### src/rtl/multicycle_ctrl.sv
// multicycle_ctrl: fetch/decode/execute/mem/write-back sequencer for the
// 16-bit datapath, with memory handshake, stall hold, HALT opcode and a
// bus-timeout error that parks the machine in HALT.
//
// Handshake: memReq is a request level held high for every FETCH/MEM cycle;
// a cycle with memReq=1 and memReady=1 completes the transfer and the FSM
// advances on that clock edge. memReq is never withdrawn by the controller
// until the transfer completes, times out, or reset is asserted.
module multicycle_ctrl #(
  parameter int INSTR_W = 16,
  parameter int OPC_MSB = 15,
  parameter int OPC_LSB = 12,
  parameter logic [OPC_MSB-OPC_LSB:0] JUMP_OPC  = 4'b0100,
  parameter logic [OPC_MSB-OPC_LSB:0] LOAD_OPC  = 4'b1000,
  parameter logic [OPC_MSB-OPC_LSB:0] STORE_OPC = 4'b1001,
  parameter logic [OPC_MSB-OPC_LSB:0] HALT_OPC  = 4'b1111,
  parameter int WAIT_MAX = 15
) (
  input  logic               clock,
  input  logic               reset,
  input  logic [INSTR_W-1:0] instruction,
  input  logic               memReady,
  input  logic               stall,
  output logic               pcEn,
  output logic               pcIncOrSet,
  output logic               irEn,
  output logic               memReq,
  output logic               memWrite,
  output logic               regWrite,
  output logic               halted,
  output logic               busErr,
  output logic [2:0]         state
);

  localparam int OPC_W = OPC_MSB - OPC_LSB + 1;
  // A zero-width counter is not legal, so a disabled timeout keeps one bit.
  localparam int CNT_W = (WAIT_MAX > 0) ? $clog2(WAIT_MAX + 1) : 1;

  typedef enum logic [2:0] {
    S_FETCH     = 3'd0,
    S_DECODE    = 3'd1,
    S_EXECUTE   = 3'd2,
    S_MEM       = 3'd3,
    S_WRITEBACK = 3'd4,
    S_HALT      = 3'd5
  } state_t;

  state_t             state_q, state_d;
  logic [CNT_W-1:0]   wait_q, wait_d;
  logic               bus_err_q, bus_err_d;

  logic [OPC_W-1:0]   opcode;
  logic               is_jump, is_load, is_store, is_halt;
  logic               in_bus_state;
  logic               timeout_hit;

  // Raw (pre-reset-gating) strobes from the state decoder.
  logic pc_en_raw, pc_sel_raw, ir_en_raw, mem_req_raw, mem_wr_raw;
  logic reg_wr_raw, halted_raw;

  // Only the opcode field is decoded; the rest of the word belongs to the datapath.
  logic instr_unused;
  assign instr_unused = ^instruction;

  assign opcode   = instruction[OPC_MSB:OPC_LSB];
  assign is_jump  = (opcode == JUMP_OPC);
  assign is_load  = (opcode == LOAD_OPC);
  assign is_store = (opcode == STORE_OPC);
  assign is_halt  = (opcode == HALT_OPC);

  assign in_bus_state = (state_q == S_FETCH) || (state_q == S_MEM);

  // Timeout fires on the last allowed wait cycle; a late memReady in that
  // same cycle still completes the transfer normally.
  assign timeout_hit = (WAIT_MAX != 0) && in_bus_state && !memReady &&
                       (wait_q == CNT_W'(WAIT_MAX - 1));

  // Next-state and raw strobe decode; stall freezes the non-bus states.
  always_comb begin
    state_d     = state_q;
    bus_err_d   = bus_err_q;
    pc_en_raw   = 1'b0;
    pc_sel_raw  = 1'b0;
    ir_en_raw   = 1'b0;
    mem_req_raw = 1'b0;
    mem_wr_raw  = 1'b0;
    reg_wr_raw  = 1'b0;
    halted_raw  = 1'b0;
    case (state_q)
      S_FETCH: begin
        mem_req_raw = 1'b1;
        if (timeout_hit) begin
          state_d   = S_HALT;
          bus_err_d = 1'b1;
        end else if (memReady) begin
          state_d = S_DECODE;
        end
      end
      S_DECODE: begin
        if (!stall) begin
          ir_en_raw = 1'b1;
          state_d   = S_EXECUTE;
        end
      end
      S_EXECUTE: begin
        if (!stall) begin
          if (is_halt) begin
            state_d = S_HALT;
          end else if (is_load || is_store) begin
            state_d = S_MEM;
          end else begin
            state_d = S_WRITEBACK;
          end
        end
      end
      S_MEM: begin
        mem_req_raw = 1'b1;
        mem_wr_raw  = is_store;
        if (timeout_hit) begin
          state_d   = S_HALT;
          bus_err_d = 1'b1;
        end else if (memReady) begin
          state_d = S_WRITEBACK;
        end
      end
      S_WRITEBACK: begin
        if (!stall) begin
          pc_en_raw  = 1'b1;
          pc_sel_raw = is_jump;
          reg_wr_raw = !(is_store || is_jump);
          state_d    = S_FETCH;
        end
      end
      S_HALT: begin
        halted_raw = 1'b1;
      end
      default: begin
        state_d = S_FETCH;
      end
    endcase
  end

  // Wait counter: restarts on any state change, counts unanswered bus cycles.
  always_comb begin
    wait_d = wait_q;
    if (state_d != state_q) begin
      wait_d = '0;
    end else if (in_bus_state && !memReady) begin
      wait_d = wait_q + 1'b1;
    end
  end

  // State, wait counter and sticky error register with synchronous reset.
  always_ff @(posedge clock) begin
    if (!reset) begin
      state_q   <= S_FETCH;
      wait_q    <= '0;
      bus_err_q <= 1'b0;
    end else begin
      state_q   <= state_d;
      wait_q    <= wait_d;
      bus_err_q <= bus_err_d;
    end
  end

  // Reset gating: every output reads zero while reset is held low.
  always_comb begin
    pcEn       = reset & pc_en_raw;
    pcIncOrSet = reset & pc_sel_raw;
    irEn       = reset & ir_en_raw;
    memReq     = reset & mem_req_raw;
    memWrite   = reset & mem_wr_raw;
    regWrite   = reset & reg_wr_raw;
    halted     = reset & halted_raw;
    busErr     = reset & bus_err_q;
    state      = reset ? state_q : 3'd0;
  end

endmodule

### config.mk
export PLATFORM = sky130hd
export DESIGN_NAME = multicycle_ctrl
export DESIGN_NICKNAME = d
export VERILOG_FILES = /design/src/rtl/multicycle_ctrl.sv
export SDC_FILE = /design/constraint.sdc
export NUM_CORES = 1
export LEC_CHECK = 0
export ABC_AREA = 1
export CAP_MARGIN = 10
export CORE_MARGIN = 5
export CORE_UTILIZATION = 43
export CTS_CLUSTER_DIAMETER = 30
export DETAILED_ROUTE_END_ITERATION = 16
export PLACE_DENSITY = 0.81
export RECOVER_POWER = 50
export REMOVE_ABC_BUFFERS = 1
export SLEW_MARGIN = 20
export SYNTH_ARGS = -nofsm -noshare
export SYNTH_HDL_FRONTEND = slang
export SYNTH_SLANG_ARGS = --single-unit
### constraint.sdc
create_clock -name clock -period 2.95 [get_ports clock]
set_input_delay 0.295 -clock clock [delete_from_list [all_inputs] [get_ports clock]]
set_output_delay 0.295 -clock clock [all_outputs]
set_load 0.03 [all_outputs]
==> results.toml <==
[power_and_ir_drop]
pwr-share-clk_pct = 28.7
seq_power_share_pct = 41.2
ir_drop_uv = 281
p_int_uw = 192
powerDensity_mw_per_mm2 = 336
comb_power_share_pct = 30.1
sw_frac_of_total_pct = 33.5
switchingPower_uw = 97.0
total_power_uw = 289
p_leak_nw = 0.390

[clock_network]
postCtsHoldBufs = 0
clockBufferDepth = 2
clkTransAtPathRegs_ns = 0.05
cts-buffers-inserted = 3
cts_max_level = 1
clk_latency_ns = 0.25
root_buffer = "clkbuf_4"
ctsResizeCount = 0
clock_sinks = 8
cts_tree = "done"
cts_setup_buffers = 0

[floorplanning]
fp.dieH_um = 49.2
coreArea_mm2 = 0.00149
start_util_pct = 44.3
die_w_um = 49.2
num_io_pins = 31
rows = 14
die-area_mm2 = 0.00242

[placement]
dp_hpwl_mm = 1.29
portBuffers = 18
place_congestion = 0.840

[critical_path]
end_kind = "output pin"
cp_max_fo = 6
r2r_cells = 12
cp.required_ns = 2.65
worstPathArrival_ns = 2.14
crit_type = "input port to output pin"
reg2reg_to = "wait_q[0]"
crit_path_start_kind = "input port"
r2r-start = "wait_q[0]"
r2r_slack_ns = 1.21

[sta]
hold_viol = 0
skew_ns = 0.00376
report.final.slew_viol_count = 0
relSlewSlack_pct = 75.5
period_minus_slack_ns = 2.44
clock.fmax_ghz = 0.410
finalCritPeriodShare_pct = 82.6
setup_viol = 0
finalSetupTns_ns = 0
whs_ns = 0.452
rsz0062_at_grt = "false"
tightest_slew_ns = 0.364

[synthesis]
synth_ff_type = "dfxtp_1"
netlist_instances = 107
avgSynthCellArea_um2 = 6.16
synth-async-reset-ratio_pct = 0
ys_ff_latch = 8
syn_area_um2 = 659
seq_area_frac_synth_pct = 24.3
ys_warn_count = 0
synth_edf_count = 0
synth_top_area_share_pct = 24.3
ys_top_cells_by_count = "nand2_1 (22), inv_1 (16), nor2_1 (16)"
yosysMostFrequentCell = "nand2_1"
yosys.area.top_type = "dfxtp_1"
ys_top_cells_by_area = "dfxtp_1 (24%), nand2_1 (13%), inv_1 (9.1%), nor2_1 (9.1%), a21oi_1 (5.3%)"
synth.distinct_cells = 22

[routing]
route.vias.total = 712
first_iter_violations = 7
routed_via_density = 4.94
ant_nets = 0
drt-pass1-iter-count = 4
drc_errors = 0
wl_per_cell_um = 10.6
wl_mm = 1.53

[global_route]
grt_antenna_before_repair = 0
grt_overflow = 0
first_global_vias = 629
grt_max_degree = 8
grtUsageTotal_pct = 13.3
grt_pass1_wl_mm = 2.61

[worst_hold_path]
hp-start = "bus_err_q"
hold_depth = 2
whs_endpoint = "bus_err_q"
hold_class = "flop to flop"

[cells_and_area]
synthToLayoutAreaGrowth_pct = 30.7
final_net_count = 152
fillCellCount = 149
drive_gt1_share_pct = 10.2
diodes = 0

[outcome]
outcome = "finished, final reports clean"

[run]
maxCapViolCount = 0
-- worst max-delay path: stages --
cell,delay [ns]
clkdlybuf4s50_1,0.60
nand2_1,0.10
nor3_1,0.28
nand2_1,0.08
nor2_1,0.11
clkdlybuf4s50_1,0.68
-- state kept, by name, indices dropped and copies added (netlist names) --
| name | cells |
|---|---|
| wait_q | 4 |
| state_q | 3 |
| bus_err_q | 1 |
-- layout by cell type, fill, tap and decap left out --
| cell | instances |
|---|---|
| nand2_1 | 25 |
| nor2_1 | 17 |
| clkdlybuf4s50_1 | 17 |
| inv_1 | 16 |
| nand3_1 | 8 |
| dfxtp_1 | 8 |
| a21oi_1 | 7 |
| inv_2 | 4 |
| o21ai_0 | 4 |
| clkbuf_4 | 3 |
| nor3_1 | 2 |
| nor2_2 | 2 |
| xnor2_1 | 2 |
| nand4_1 | 2 |
| ha_1 | 2 |
| nor4_1 | 1 |
| and2_1 | 1 |
| nand2_2 | 1 |
| nand3_2 | 1 |
| nand2_4 | 1 |
| nand3_4 | 1 |
| nand3b_1 | 1 |
| xor2_1 | 1 |
| dlygate4sd3_1 | 1 |
-- metal layers --
| metal | track usage, % | part of all wire [%] | wire (um) | vias to the layer above |
|---|---|---|---|---|
| met1 | 15.4 | 44 | 665 | 318 |
| met2 | 23.4 | 51 | 785 | 11 |
| met5 | 0 | 0 | 0 | - |
| met3 | 3.06 | 4.3 | 66 | 2 |
| li1 | - | - | - | 381 |
| met4 | 4.48 | 0.65 | 10 | 0 |
-- cell type report --
| cell class | instances | area, um^2 | area share [%] |
|---|---|---|---|
| timing repair buffer | 18 | 180 | 20.9 |
| inverter | 20 | 75.1 | 8.71 |
| tap | 16 | 20.0 | 2.32 |
| clock buffer | 3 | 22.5 | 2.61 |
| sequential | 8 | 160 | 18.6 |
| multi-input combinational | 79 | 404 | 46.9 |
-- power by group through the flow --
stage               Sequential (mW)  Clock [mW]  Combinational, mW
global placement              0.121           0             0.0881
floorplan                     0.120           0             0.0606
CTS                           0.119      0.0859             0.0917
detailed placement            0.121           0             0.0913
finish                        0.119      0.0830             0.0872
global route                  0.120      0.0957             0.0967
-- worst max-delay path by stage --
| stage | end | start | slack [ns] | cells past startpoint |
|---|---|---|---|---|
| 5_1_grt | regWrite | reset | 0.36 | 6 |
| 3_3_place_gp | regWrite | reset | 0.50 | 6 |
| 4_1_cts | regWrite | reset | 0.47 | 6 |
| 6_report | regWrite | reset | 0.51 | 6 |
| 3_5_place_dp | regWrite | reset | 0.47 | 6 |
| 2_1_floorplan | regWrite | state_q[2] | 0.82 | 4 |
-- per-stage QoR --
stage	setup slack (ns)	utilization, %	cell area [um^2]	cells
floorplan	0.820	-	659	107
global placement	0.505	57.7	860	141
detailed placement	0.468	57.7	860	141
CTS	0.469	59.2	882	144
global route	0.359	57.9	862	144
finish	0.514	57.9	862	144
-- kinds of logic after synthesis --
logic type | after synthesis | synth area share (%)
XOR/XNOR | 3 | 3.99
adder cells (fa/ha/maj) | 2 | 3.79
buffers and inverters | 20 | 11.4
AO/OA/AOI/OAI | 11 | 8.35
AND/OR/NAND/NOR | 63 | 48.2
flip-flops | 8 | 24.3
No activity file was read; power rests on OpenSTA's default activity.
